==> config.mk <==
export PLATFORM = sky130hd
export DESIGN_NAME = dispatch_tagger
export DESIGN_NICKNAME = d
export VERILOG_FILES = /design/src/rtl/dispatch_tagger_pkg.sv /design/src/rtl/dispatch_tagger_tag_free_pool.sv /design/src/rtl/dispatch_tagger.sv
export SDC_FILE = /design/constraint.sdc
export NUM_CORES = 1
export LEC_CHECK = 0
export BUFFER_PORTS_ARGS = -buffer_cell sky130_fd_sc_hd__buf_2
export CORE_MARGIN = 2
export CORE_UTILIZATION = 25
export DETAILED_ROUTE_END_ITERATION = 6
export PLACE_DENSITY_LB_ADDON = 0.15
export SYNTH_ARGS = -nofsm -noshare
export SYNTH_HDL_FRONTEND = slang
export SYNTH_HIERARCHICAL = 1
export SYNTH_SLANG_ARGS = --single-unit
export TNS_END_PERCENT = 20
==> constraint.sdc <==
create_clock -name clk -period 3.2 [get_ports clk]
set_input_delay 0.48 -clock clk [delete_from_list [all_inputs] [get_ports clk]]
set_output_delay 0.48 -clock clk [all_outputs]
set_load 0.005 [all_outputs]
==> src/rtl/dispatch_tagger_pkg.sv <==
// rtl/dispatch_tagger_pkg.sv - shared tag constants and dout field layout for dispatch_tagger
package dispatch_tagger_pkg;

  localparam int TAG_W = 4;
  localparam logic [TAG_W-1:0] NO_TAG = 4'hF;

  localparam int DST_LSB = 0;
  localparam int SRC_B_LSB = 4;
  localparam int SRC_A_LSB = 8;
  localparam int PAYLOAD_LSB = 12;
  localparam int TAG_FIELDS_W = 12;

  localparam int DEF_PAYLOAD_WIDTH = 35;
  localparam int INSTR_W = DEF_PAYLOAD_WIDTH + TAG_FIELDS_W;

  // Out-of-range tags (including NO_TAG) carry no meaning to the pool or flags.
  function automatic logic tag_in_range(input logic [TAG_W-1:0] tag, input int num_tags);
    return int'(tag) < num_tags;
  endfunction

endpackage

==> src/rtl/dispatch_tagger_tag_free_pool.sv <==
// rtl/dispatch_tagger_tag_free_pool.sv - free-tag mask with lowest-free allocation
module tag_free_pool
  import dispatch_tagger_pkg::*;
#(
  parameter int NUM_TAGS = 10
) (
  input  logic             clk,
  input  logic             rst,
  input  logic             alloc_en,
  output logic [TAG_W-1:0] alloc_tag,
  output logic             empty,
  input  logic             free_en,
  input  logic [TAG_W-1:0] free_tag
);

  logic [NUM_TAGS-1:0] mask_q, mask_d;

  always_comb begin
    alloc_tag = NO_TAG;
    for (int i = NUM_TAGS - 1; i >= 0; i--) begin
      if (mask_q[i]) alloc_tag = TAG_W'(i);
    end
  end

  assign empty = ~|mask_q;

  // The allocation is chosen from the pre-update mask, so a tag freed this
  // cycle only becomes visible to the encoder on the following cycle.
  always_comb begin
    mask_d = mask_q;
    if (free_en && tag_in_range(free_tag, NUM_TAGS)) mask_d[free_tag] = 1'b1;
    if (alloc_en && !empty) mask_d[alloc_tag] = 1'b0;
  end

  always_ff @(posedge clk) begin
    if (!rst) mask_q <= '1;
    else      mask_q <= mask_d;
  end

endmodule

==> src/rtl/dispatch_tagger.sv <==
// rtl/dispatch_tagger.sv - renames micro-op registers to result tags and forwards them to the issue buffer
module dispatch_tagger
  import dispatch_tagger_pkg::*;
#(
  parameter int PAYLOAD_WIDTH = 35,
  parameter int NUM_TAGS      = 10,
  parameter int ARCH_REGS     = 8
) (
  input  logic                        clk,
  input  logic                        rst,
  input  logic [PAYLOAD_WIDTH-1:0]    din_payload,
  input  logic [2:0]                  din_src_a,
  input  logic [2:0]                  din_src_b,
  input  logic [2:0]                  din_dst,
  input  logic                        din_dst_en,
  input  logic                        din_valid,
  output logic                        din_ready,
  output logic [PAYLOAD_WIDTH+11:0]   dout,
  output logic                        dout_valid,
  input  logic                        dout_ready,
  input  logic                        cpl_valid,
  input  logic [TAG_W-1:0]            cpl_tag,
  input  logic                        free_valid,
  input  logic [TAG_W-1:0]            free_tag,
  output logic [NUM_TAGS-1:0]         done_flags
);

  localparam int DOUT_W = PAYLOAD_WIDTH + TAG_FIELDS_W;

  logic [DOUT_W-1:0]    dout_q, dout_d;
  logic                 dout_valid_q, dout_valid_d;
  logic [ARCH_REGS-1:0] map_valid_q, map_valid_d;
  logic [TAG_W-1:0]     map_tag_q [ARCH_REGS];
  logic [TAG_W-1:0]     map_tag_d [ARCH_REGS];
  logic [NUM_TAGS-1:0]  done_q, done_d;

  logic             pool_empty;
  logic [TAG_W-1:0] alloc_tag;
  logic             accept, alloc_en, free_ok, cpl_ok;
  logic [TAG_W-1:0] src_a_tag, src_b_tag, dst_tag;

  assign din_ready = rst && (!dout_valid_q || dout_ready) && !pool_empty;
  assign accept    = din_valid && din_ready;
  assign alloc_en  = accept && din_dst_en;
  assign free_ok   = free_valid && tag_in_range(free_tag, NUM_TAGS);
  assign cpl_ok    = cpl_valid && tag_in_range(cpl_tag, NUM_TAGS);

  tag_free_pool #(.NUM_TAGS(NUM_TAGS)) u_pool (
    .clk       (clk),
    .rst       (rst),
    .alloc_en  (alloc_en),
    .alloc_tag (alloc_tag),
    .empty     (pool_empty),
    .free_en   (free_valid),
    .free_tag  (free_tag)
  );

  // Sources read the registered map, so src == dst sees the older producer.
  assign src_a_tag = map_valid_q[din_src_a] ? map_tag_q[din_src_a] : NO_TAG;
  assign src_b_tag = map_valid_q[din_src_b] ? map_tag_q[din_src_b] : NO_TAG;
  assign dst_tag   = din_dst_en ? alloc_tag : NO_TAG;

  always_comb begin
    map_valid_d  = map_valid_q;
    map_tag_d    = map_tag_q;
    done_d       = done_q;
    dout_d       = dout_q;
    dout_valid_d = dout_valid_q;

    if (cpl_ok) done_d[cpl_tag] = 1'b1;
    if (free_ok) begin
      done_d[free_tag] = 1'b1;
      for (int i = 0; i < ARCH_REGS; i++) begin
        if (map_tag_q[i] == free_tag) map_valid_d[i] = 1'b0;
      end
    end
    // Applied after the free so a same-cycle rename of the entry survives.
    if (alloc_en) begin
      done_d[alloc_tag]      = 1'b0;
      map_valid_d[din_dst]   = 1'b1;
      map_tag_d[din_dst]     = alloc_tag;
    end

    if (accept) begin
      dout_d       = {din_payload, src_a_tag, src_b_tag, dst_tag};
      dout_valid_d = 1'b1;
    end else if (dout_ready) begin
      dout_valid_d = 1'b0;
    end
  end

  always_ff @(posedge clk) begin
    if (!rst) begin
      dout_q       <= '0;
      dout_valid_q <= 1'b0;
      map_valid_q  <= '0;
      done_q       <= '1;
      for (int i = 0; i < ARCH_REGS; i++) map_tag_q[i] <= NO_TAG;
    end else begin
      dout_q       <= dout_d;
      dout_valid_q <= dout_valid_d;
      map_valid_q  <= map_valid_d;
      map_tag_q    <= map_tag_d;
      done_q       <= done_d;
    end
  end

  assign dout       = dout_q;
  assign dout_valid = dout_valid_q;
  assign done_flags = done_q;

endmodule

---- Yosys cells after proc, flatten, opt, wreduce, memory -nomap -nowiden ----
Index checks and enable logic that the tools add are counted.
word-level totals
  register bits after elaboration ......... 108
  logic and storage cells ................. 114
  bits of input ports ..................... 59
cells by class
  equal/unequal tests ..................... 8
  bitwise logic cells ..................... 10
  magnitude comparators ................... 16
  multiplexer cells ....................... 51
  reduce and logical (&&, ||, !) cells .... 16
operators with widths
  operator              number
  $mux W4               17
  $mux W10              5
  $bwmux W32            1
  $eq A4 B4 Y1          8
  $or A10 B10 Y10       3
  $bmux W4 S3           2
  $and A10 B10 Y10      2
  $mux W1               16
  $mux W8               2
  $lt A4 B5 Y1 const B  3
  $demux W1 S4          3
  $demux W4 S3          1
  $ge A4 B1 Y1 const B  3
  $ge A4 B4 Y1 const B  3
  $logic_and A1 B1 Y1   12
  $lt A3 B4 Y1 const B  3
  $not A3 Y4            3
  $not A10 Y10          1
  $reduce_or A10 Y1     1
  $lt A4 B4 Y1 const B  2
  $or A8 B8 Y8          1
  $bmux W1 S3           2
  $lt A4 B1 Y1 const B  1
  $demux W1 S3          1
  other kinds (5)       5

---- Depth between registers and ports, before layout ----
Gate-level depths: netlist of the first run.
  depth in word-level cells ............... 17
  gate-level depth with buffers ........... 10

---- Hierarchy ----
The synthesis of the first run kept the hierarchy.
modules (own cells, without submodules)
  module           times used  area an instance (um2)  cells each  seq. area each (um2)
  dispatch_tagger  1           4,957.3                 554         1,961.9
  tag_free_pool    1           620.6                   79          200.2

---- Worst setup path after synthesis of the first run ----
Ideal clock, no wire load.
  path kind ............................... reg-to-reg
  from .................................... register u_pool.mask_q[7]
  to ...................................... register u_pool.mask_q[5]
  cell stages (with the launch flop) ...... 11
  arrival ................................. 2.135 ns
  slack ................................... 0.943 ns
  cells stage by stage .................... dfxtp_1 -> nor4_4 -> nand2_2 -> nor2_1 -> nand2b_1 -> nor3_2 -> clkbuf_1 -> and2_1 -> nand2_1 -> or4_1 -> o32a_1
on the way
  elaborated cells on any way between the ends .. 21
RTL lines
  item                      RTL line                             source
  start: declaration        dispatch_tagger_tag_free_pool.sv:16  logic [NUM_TAGS-1:0] mask_q, mask_d;
  start signal: assignment  dispatch_tagger_tag_free_pool.sv:37  else mask_q <= mask_d;
  $reduce_or A10 Y1         dispatch_tagger_tag_free_pool.sv:25  assign empty = ~|mask_q;
  $logic_and A1 B1 Y1       dispatch_tagger.sv:42                assign din_ready = rst && (!dout_valid_q || dout_ready) && !pool_empty;
  $logic_and A1 B1 Y1       dispatch_tagger.sv:43                assign accept = din_valid && din_ready;
  $logic_and A1 B1 Y1       dispatch_tagger.sv:44                assign alloc_en = accept && din_dst_en;
  net alloc_en              dispatch_tagger.sv:39                logic accept, alloc_en, free_ok, cpl_ok;
  $logic_and A1 B1 Y1       dispatch_tagger_tag_free_pool.sv:32  if (alloc_en && !empty) mask_d[alloc_tag] = 1'b0;
  $mux W10                  dispatch_tagger_tag_free_pool.sv:32
The timed path passes the listed nets, and every way through them passes these cells.
A chain may end at the register's enable or synchronous reset.

---- Worst setup path in the final report of the first run ----
  from .................................... register u_pool.mask_q[0]
  to ...................................... output port din_ready
on the way
  longest elaborated chain between the ends .. 2
ends and longest elaborated chain
  item                 RTL line                             source
  $reduce_or A10 Y1    dispatch_tagger_tag_free_pool.sv:25
  $logic_and A1 B1 Y1  dispatch_tagger.sv:42
  end: declaration     dispatch_tagger.sv:17                output logic din_ready,
Every way passes these cells.

==> results by group, run 1 <==
Clock network
  • CTS tree: built
  • CTS Buffer Depth: 2
  • Post-CTS sizing: 0
  • Clock transition at the registers of the reported paths: ~0.08 ns
  • Clock Tree Root: clkbuf_16
  • Buffer count from post-CTS setup fixing: 0
  • Clk_lat worst skew: between 0.3 and 0.4 ns
  • CTS sink count: 108
  • H-tree Lvls: 3
  • TritonCTS buffer count: 9
  • Hold buffers post-CTS: 0

Floorplanning
  • Die area: ~24000 um^2
  • I/O pins: 118
  • Starting Density: 25.5%
  • Site Rows: 54
  • Die Ht: 153 um
  • Core area: around 22000 um^2
  • Die X: about 150 um

Worst setup path
  • Crit end category: output port
  • Crit-path max FO: 6
  • Worst EP arrival: roughly 1.9 ns
  • Critical path type: flop to output port
  • Crit path launch type: flop
  • Reg2Reg Setup Slack: 0.97 ns
  • Required time worst endpoint: ~2.7 ns

Route
  • First-pass iteration count of the detailed router: 4
  • WL/cell: between 15 and 20 um
  • Routed wire length: roughly 18000 um
  • Vias/cell: roughly 5
  • DRC violations left: 0
  • Vias: about 5000
  • Routed Antenna Nets: 0
  • Initial DRC count: around 300

Power and ir drop
  • Pwr Density: approximately 440 nW/um^2
  • Leak: 0.00245 uW
  • Final Power: just under 3000 uW
  • Peak supply drop: ~0.18 mV

STA
  • Pins Over Slew Limit: 0
  • Final setup vio count: 0
  • Clk_skew: 0.0114 ns
  • Fin. Hold Viols: 0
  • Fmax: roughly 0.42 GHz
  • Final worst path period need: approximately 2.4 ns
  • Slew HR: 31.4%
  • Final worst path period share: 74.8%
  • Unrepaired setup endpoints after global routing: false
  • Tightest Pin Transition: a little over 1 ns
  • Setup TNS: 0 ns
  • Hold_ws: 0.343 ns

Yosys
  • Largest cells by area after synthesis: dfxtp_1 (39%), mux4_1 (7.5%), nand2_1 (6.4%)
  • Netlist cell types: 57
  • Yosys top cell by area: dfxtp_1
  • Synthesis Warnings: 6
  • Async S/R FF share, synth: 0%
  • Mapped Area: around 5600 um^2
  • EDFF count, synth: 0
  • Post-synthesis area per instance: slightly below 9 um^2
  • Register area share after synthesis: between 30% and 40%
  • Syn Inst Count: 633
  • Yosys reg bits: 108
  • Post-synth top area share: about two fifths
  • Post-synth top flop: dfxtp_1
  • Post-synth net total: a little under 700

Placed design
  • Number of port buffers: between 100 and 150
  • Final Wtd Congestion: 0.848
  • Detailed-placement wirelength estimate: roughly 13000 um

Final layout
  • Area delta synth->final: 19.2%
  • Layout fillers: 2358
  • Register area: ~2200 um^2
  • Antenna cells: 0
  • Final #Nets: about 780
  • Share of cells above drive strength 1: 22.0%
  • Area of the multi-input gates: about 3100 um^2
  • Post-layout util: about 30%

Global routing
  • First-pass GRT wire length: about 28000 um
  • Initial antenna violation count: 0
  • Number of global-route vias before repair: 4857
  • Gr ovfl total: 0
  • Largest net degree at the start of global routing: 68
  • GRT Overall Usage: between 10% and 20%

Job
  • Max Cap Viol: 0

Hold path
  • Hold/Removal Path Class: input pin to flop

Status
  • Status: complete, no violations
==> logic make-up after synthesis <==
group	count (synthesis)	synth area share, %
and+or+nand+nor	255	23.0
AOI/OAI and AO/OA	146	17.0
DFF	108	38.8
buffers and inverters	62	5.11
xor gates and xnor gates	32	5.02
muxes	30	11.1
==> per-stage QoR <==
step / area [um^2] / setup slack (ns) / std cells
floorplan: 5580 / 0.943 / 633
global placement: 6340 / 1.04 / 987
detailed placement: 6340 / 1.00 / 987
CTS: 6650 / 0.775 / 1003
global route: 6650 / 0.664 / 1003
finish: 6650 / 0.806 / 1003
==> critical path, cell delays in order (launching register included) <==
cell and delay, ns:
dfxtp_1 0.37, nor4_2 0.37, nand2_2 0.12, nor2_1 0.14, nand2b_1 0.28, nor2_1 0.09, buf_2 0.16
==> metal layers <==
layer	share of wire [%]	GRT usage, %	vias to the layer above
met5	0	0	-
met4	1.4	5.11	0
met3	5.1	3.23	18
li1	-	-	2462
met2	48	24.6	143
met1	46	19.8	2424
==> area by class of cell <==
cell class	instances	share of cell area (%)
clock inverter	6	0.979
multi-input combinational	463	47.4
tap	280	5.27
clock buffer	10	3.59
sequential	108	32.5
timing repair buffer	124	9.60
inverter	12	0.677
==> cells in the mapped netlist (3+ instances only) <==
master	instances
nor3_1	12
a21boi_1	9
a21oi_1	4
mux2i_1	8
mux4_1	16
o21ai_0	59
nand3_1	68
xnor2_1	32
buf_2	18
dfxtp_1	108
inv_1	12
buf_6	4
or3b_2	4
a31oi_1	9
nor4_1	7
mux4_2	4
nand2_1	95
a21boi_0	36
o211a_1	4
buf_1	3
nand3b_1	9
nand2b_1	8
nor2_1	17
nand4_1	12
o22ai_1	5
or4_1	3
clkbuf_1	25
nor2b_1	4
==> path summary, 6_finish.rpt <==
check,start,end,depth (start not counted)
worst max register to register,u_pool/mask_q[7],map_tag_q[13],7
worst min-delay path,din_payload[0],dout[12],3
worst min register to register,dout[16],dout[16],2
worst max-delay path,u_pool/mask_q[0],din_ready,6
==> flip-flops by register name, indices dropped and copies added (netlist names) <==
register	count
done_flags	10
map_tag_q	32
map_valid_q	8
dout_valid	1
u_pool/mask_q	10
dout	47
==> report_power, final <==
part | internal (uW) | leakage, uW | switching [uW]
clock | 574 | 0.000150 | 588
sequential | 1380 | 0.000880 | 23.9
combinational | 133 | 0.00142 | 204
==> cells in the final DEF, fill, tap and decap left out, types with 3 or more instances in the layout <==
master     Yosys  final
buf_2         18    117
dfxtp_1      108    108
nand2_1       95     95
nand3_1       68     68
o21ai_0       59     59
a21boi_0      36     36
xnor2_1       32     32
nor2_1        17     17
mux4_1        16     16
inv_1         12     12
nand4_1       12     12
nor3_1        12     12
nand3b_1       9      9
a21boi_1       9      9
a31oi_1        9      9
clkbuf_16      0      9
nand2b_1       8      8
mux2i_1        8      8
buf_4          0      7
nor4_1         7      5
o22ai_1        5      5
nor2b_1        4      4
or3b_2         4      4
mux4_2         4      4
o211a_1        4      4
a21oi_1        4      4
or4_1          3      3
nor4_2         1      3
Note: power is estimated with default switching activity, not from simulation.
==> inputs of run 2 (changes only) <==
- ABC_AREA: default -> 1
- clock period: 3.2 -> 2.5 ns (I/O delays scaled with it)
==> results by group, run 2 <==
Worst setup path
  • Reg2reg path depth: 13 (was 7)
  • Crit path launch: u_pool/mask_q[0] (unchanged)
  • Crit path launch type: flop (unchanged)
  • Reg2Reg Setup Slack: 0.36 ns (was 0.97 ns)
  • Crit-path max FO: 17 (was 6)
  • Crit end category: flop (was output port)
  • Critical path type: flop to flop (was flop to output port)
  • Worst reg2reg endpoint: u_pool/mask_q[6] (was map_tag_q[13])
  • Worst setup endpoint: u_pool/mask_q[6] (was din_ready)
  • Required time worst endpoint: 2.73 ns (was 2.72 ns)
  • Worst EP arrival: 2.37 ns (was 1.91 ns)
  • Reg2reg start: u_pool/mask_q[0] (was u_pool/mask_q[7])

Final layout
  • Final #Nets: 1120 (was 777)
  • Area of the multi-input gates: 3140 um^2 (was 3150 um^2)
  • Layout fillers: 2727 (was 2358)
  • Antenna cells: 0 (unchanged)
  • Share of cells above drive strength 1: 16.1% (was 22.0%)
  • Area delta synth->final: 20.4% (was 19.2%)
  • Most frequent cells in the layout: nand2_1 (370), nand3_1 (165), buf_2 (117) (was buf_2 (117), dfxtp_1 (108), nand2_1 (95))
  • Register area: 2160 um^2 (unchanged)
  • Commonest non-fill, non-tap cell in the layout: nand2_1 (was buf_2)
  • Max reg flops: 47 (unchanged)

STA
  • Final worst path period share: between 80% and 90%
  • Slew HR: 53.2% (was 31.4%)
  • Fin. Hold Viols: 0 (unchanged)
  • Unrepaired setup endpoints after global routing: false (unchanged)
  • Fmax: 0.467 GHz
  • Clk_skew: 0.0193 ns (was 0.0114 ns)
  • Tightest Pin Transition: 0.702 ns (was 1.02 ns)
  • Final worst path period need: around 2.1 ns
  • Setup TNS: 0 ns (unchanged)
  • Pins Over Slew Limit: 0 (unchanged)
  • Final setup vio count: 0 (unchanged)

Yosys
  • Netlist cell types: 27 (was 57)
  • Post-synthesis area per instance: 6.09 um^2 (was 8.81 um^2)
  • Syn Inst Count: 965 (was 633)
  • Post-synth top flop: dfxtp_1 (unchanged)
  • Yosys reg bits: 108 (unchanged)
  • EDFF count, synth: 0 (unchanged)
  • Post-synth top area share: 36.8% (was 38.8%)
  • Yosys top cell by area: dfxtp_1 (unchanged)
  • Synthesis Warnings: 6 (unchanged)
  • Register area share after synthesis: 36.8% (was 38.8%)
  • Post-synth net total: 1024 (was 692)
  • Most frequent cells after synthesis: nand2_1 (370), nand3_1 (165), dfxtp_1 (108), inv_1 (84), nor2_1 (69) (was dfxtp_1 (108), nand2_1 (95), nand3_1 (68), o21ai_0 (59), a21boi_0 (36))
  • Most common cell in the netlist: nand2_1 (was dfxtp_1)
  • Async S/R FF share, synth: 0% (unchanged)
  • Mapped Area: 5880 um^2 (was 5580 um^2)
  • Largest cells by area after synthesis: dfxtp_1 (37%), nand2_1 (24%), nand3_1 (14%) (was dfxtp_1 (39%), mux4_1 (7.5%), nand2_1 (6.4%))

Global routing
  • Largest net degree at the start of global routing: 65 (was 68)
  • First-pass GRT wire length: 32600 um (was 27900 um)
  • Gr ovfl total: 0 (unchanged)
  • Initial antenna violation count: 0 (unchanged)
  • GRT Overall Usage: 17.0% (was 15.1%)
  • Number of global-route vias before repair: 5780 (was 4857)

Clock network
  • TritonCTS buffer count: 9 (unchanged)
  • Clk_lat worst skew: 0.37 ns (about the same)
  • Clock Tree Root: clkbuf_16 (unchanged)
  • CTS tree: built (unchanged)
  • Buffer count from post-CTS setup fixing: 0 (unchanged)
  • CTS Buffer Depth: 2 (unchanged)
  • H-tree Lvls: 3 (unchanged)
  • Post-CTS sizing: 0 (unchanged)
  • Hold buffers post-CTS: 0 (unchanged)
  • CTS sink count: 108 (unchanged)
  • Clock transition at the registers of the reported paths: 0.09 ns (was 0.08 ns)

Route
  • Initial DRC count: 412 (was 296)
  • WL/cell: 15.0 um (was 18.0 um)
  • Routed Antenna Nets: 0 (unchanged)
  • Routed wire length: 20800 um (was 18100 um)
  • Vias/cell: 4.46 (was 5.03)
  • First-pass iteration count of the detailed router: 5 (was 4)
  • Vias: 6179 (was 5047)
  • DRC violations left: 0 (unchanged)

Placed design
  • Number of port buffers: 117 (unchanged)
  • Final Wtd Congestion: 0.847 (was 0.848)
  • Detailed-placement wirelength estimate: 14700 um (was 12700 um)

Floorplanning
  • I/O pins: 118 (unchanged)
  • Starting Density: 25.3% (was 25.5%)
  • Die Ht: 157 um (was 153 um)
  • Site Rows: 56 (was 54)
  • Core area: 23300 um^2 (was 21900 um^2)
  • Die area: 24800 um^2 (was 23500 um^2)
  • Die X: 157 um (was 153 um)

Power and ir drop
  • Final Power: 3910 uW (was 2910 uW)
  • Leak: 0.00379 uW (was 0.00245 uW)
  • Pwr Density: 553 nW/um^2 (was 437 nW/um^2)
  • Peak supply drop: 0.336 mV (was 0.183 mV)

Status
  • Status: complete, no violations (unchanged)

Job
  • Max Cap Viol: 0 (unchanged)

Hold path
  • Hold path startpoint: din_payload[28] (was din_payload[0])
  • Hold/Removal Path Class: input pin to flop (unchanged)
==> run 2: layer usage <==
layer | wire (um) | track usage [%] | vias up
met3 | 786 | 3.30 | 15
met5 | 0 | 0 | -
met2 | 9650 | 27.9 | 119
met4 | 233 | 3.64 | 0
met1 | 10100 | 23.1 | 2798
li1 | - | - | 3247
==> run 2: layout make-up <==
type / count / area share [%]
Clock inverter: 7 / 1.41
Inverter: 93 / 4.97
Tap cell: 319 / 5.64
Clock buffer: 9 / 3.18
Timing Repair Buffer: 131 / 9.93
Sequential cell: 108 / 30.5
Multi-Input combinational cell: 718 / 44.3
==> run 2: worst max-delay path, cell delays in order (launching register included) <==
cell,delay (ns)
dfxtp_1,0.40
nor2_4,0.07
nand2_4,0.10
nor2_2,0.05
nand2_2,0.07
inv_1,0.09
nor2_8,0.15
nand3_4,0.21
nor2_4,0.23
inv_1,0.12
nor3_4,0.26
nand3_1,0.12
nand2_1,0.09
nand2_1,0.05
==> run 2: worst min-delay path by stage <==
stage                           to  slack [ns]  cells after the start
finish                    dout[40]        0.25                      3
global route              dout[42]        0.24                      3
CTS                       dout[40]        0.23                      3
detailed placement        dout[27]        0.45                      2
global placement          dout[27]        0.45                      2
floorplan           map_valid_q[4]        0.44                      2
==> run 2: logic make-up (layout without fill, tap and decap cells) <==
kind of cell | Yosys count | count (layout) | synth area share [%]
AO/OA/AOI/OAI | 85 | 85 | 7.30
buffers and inverters | 139 | 240 | 9.92
flip-flops | 108 | 108 | 36.8
AND/OR/NAND/NOR | 633 | 633 | 46.0
==> run 2: power breakdown <==
group          switching (uW)  internal [uW]  total, uW  leakage (uW)
registers                34.3           1770       1800      0.000880
logic                     335            174        509       0.00276
clock network             785            814       1600      0.000158
total                    1150           2760       3910       0.00379
==> run 2: through the flow <==
step / setup slack, ns / cell area [um^2] / utilization, % / hold WS [ns] / cells
final: 0.359 / 7080 / 30.4 / 0.249 / 1385
after CTS: 0.346 / 7080 / 30.4 / 0.227 / 1385
after global placement: 0.387 / 6760 / 29.0 / 0.450 / 1369
after detailed placement: 0.374 / 6760 / 29.0 / 0.453 / 1369
after floorplan: 0.572 / 5880 / - / 0.439 / 965
after global routing: 0.122 / 7080 / 30.4 / 0.237 / 1385
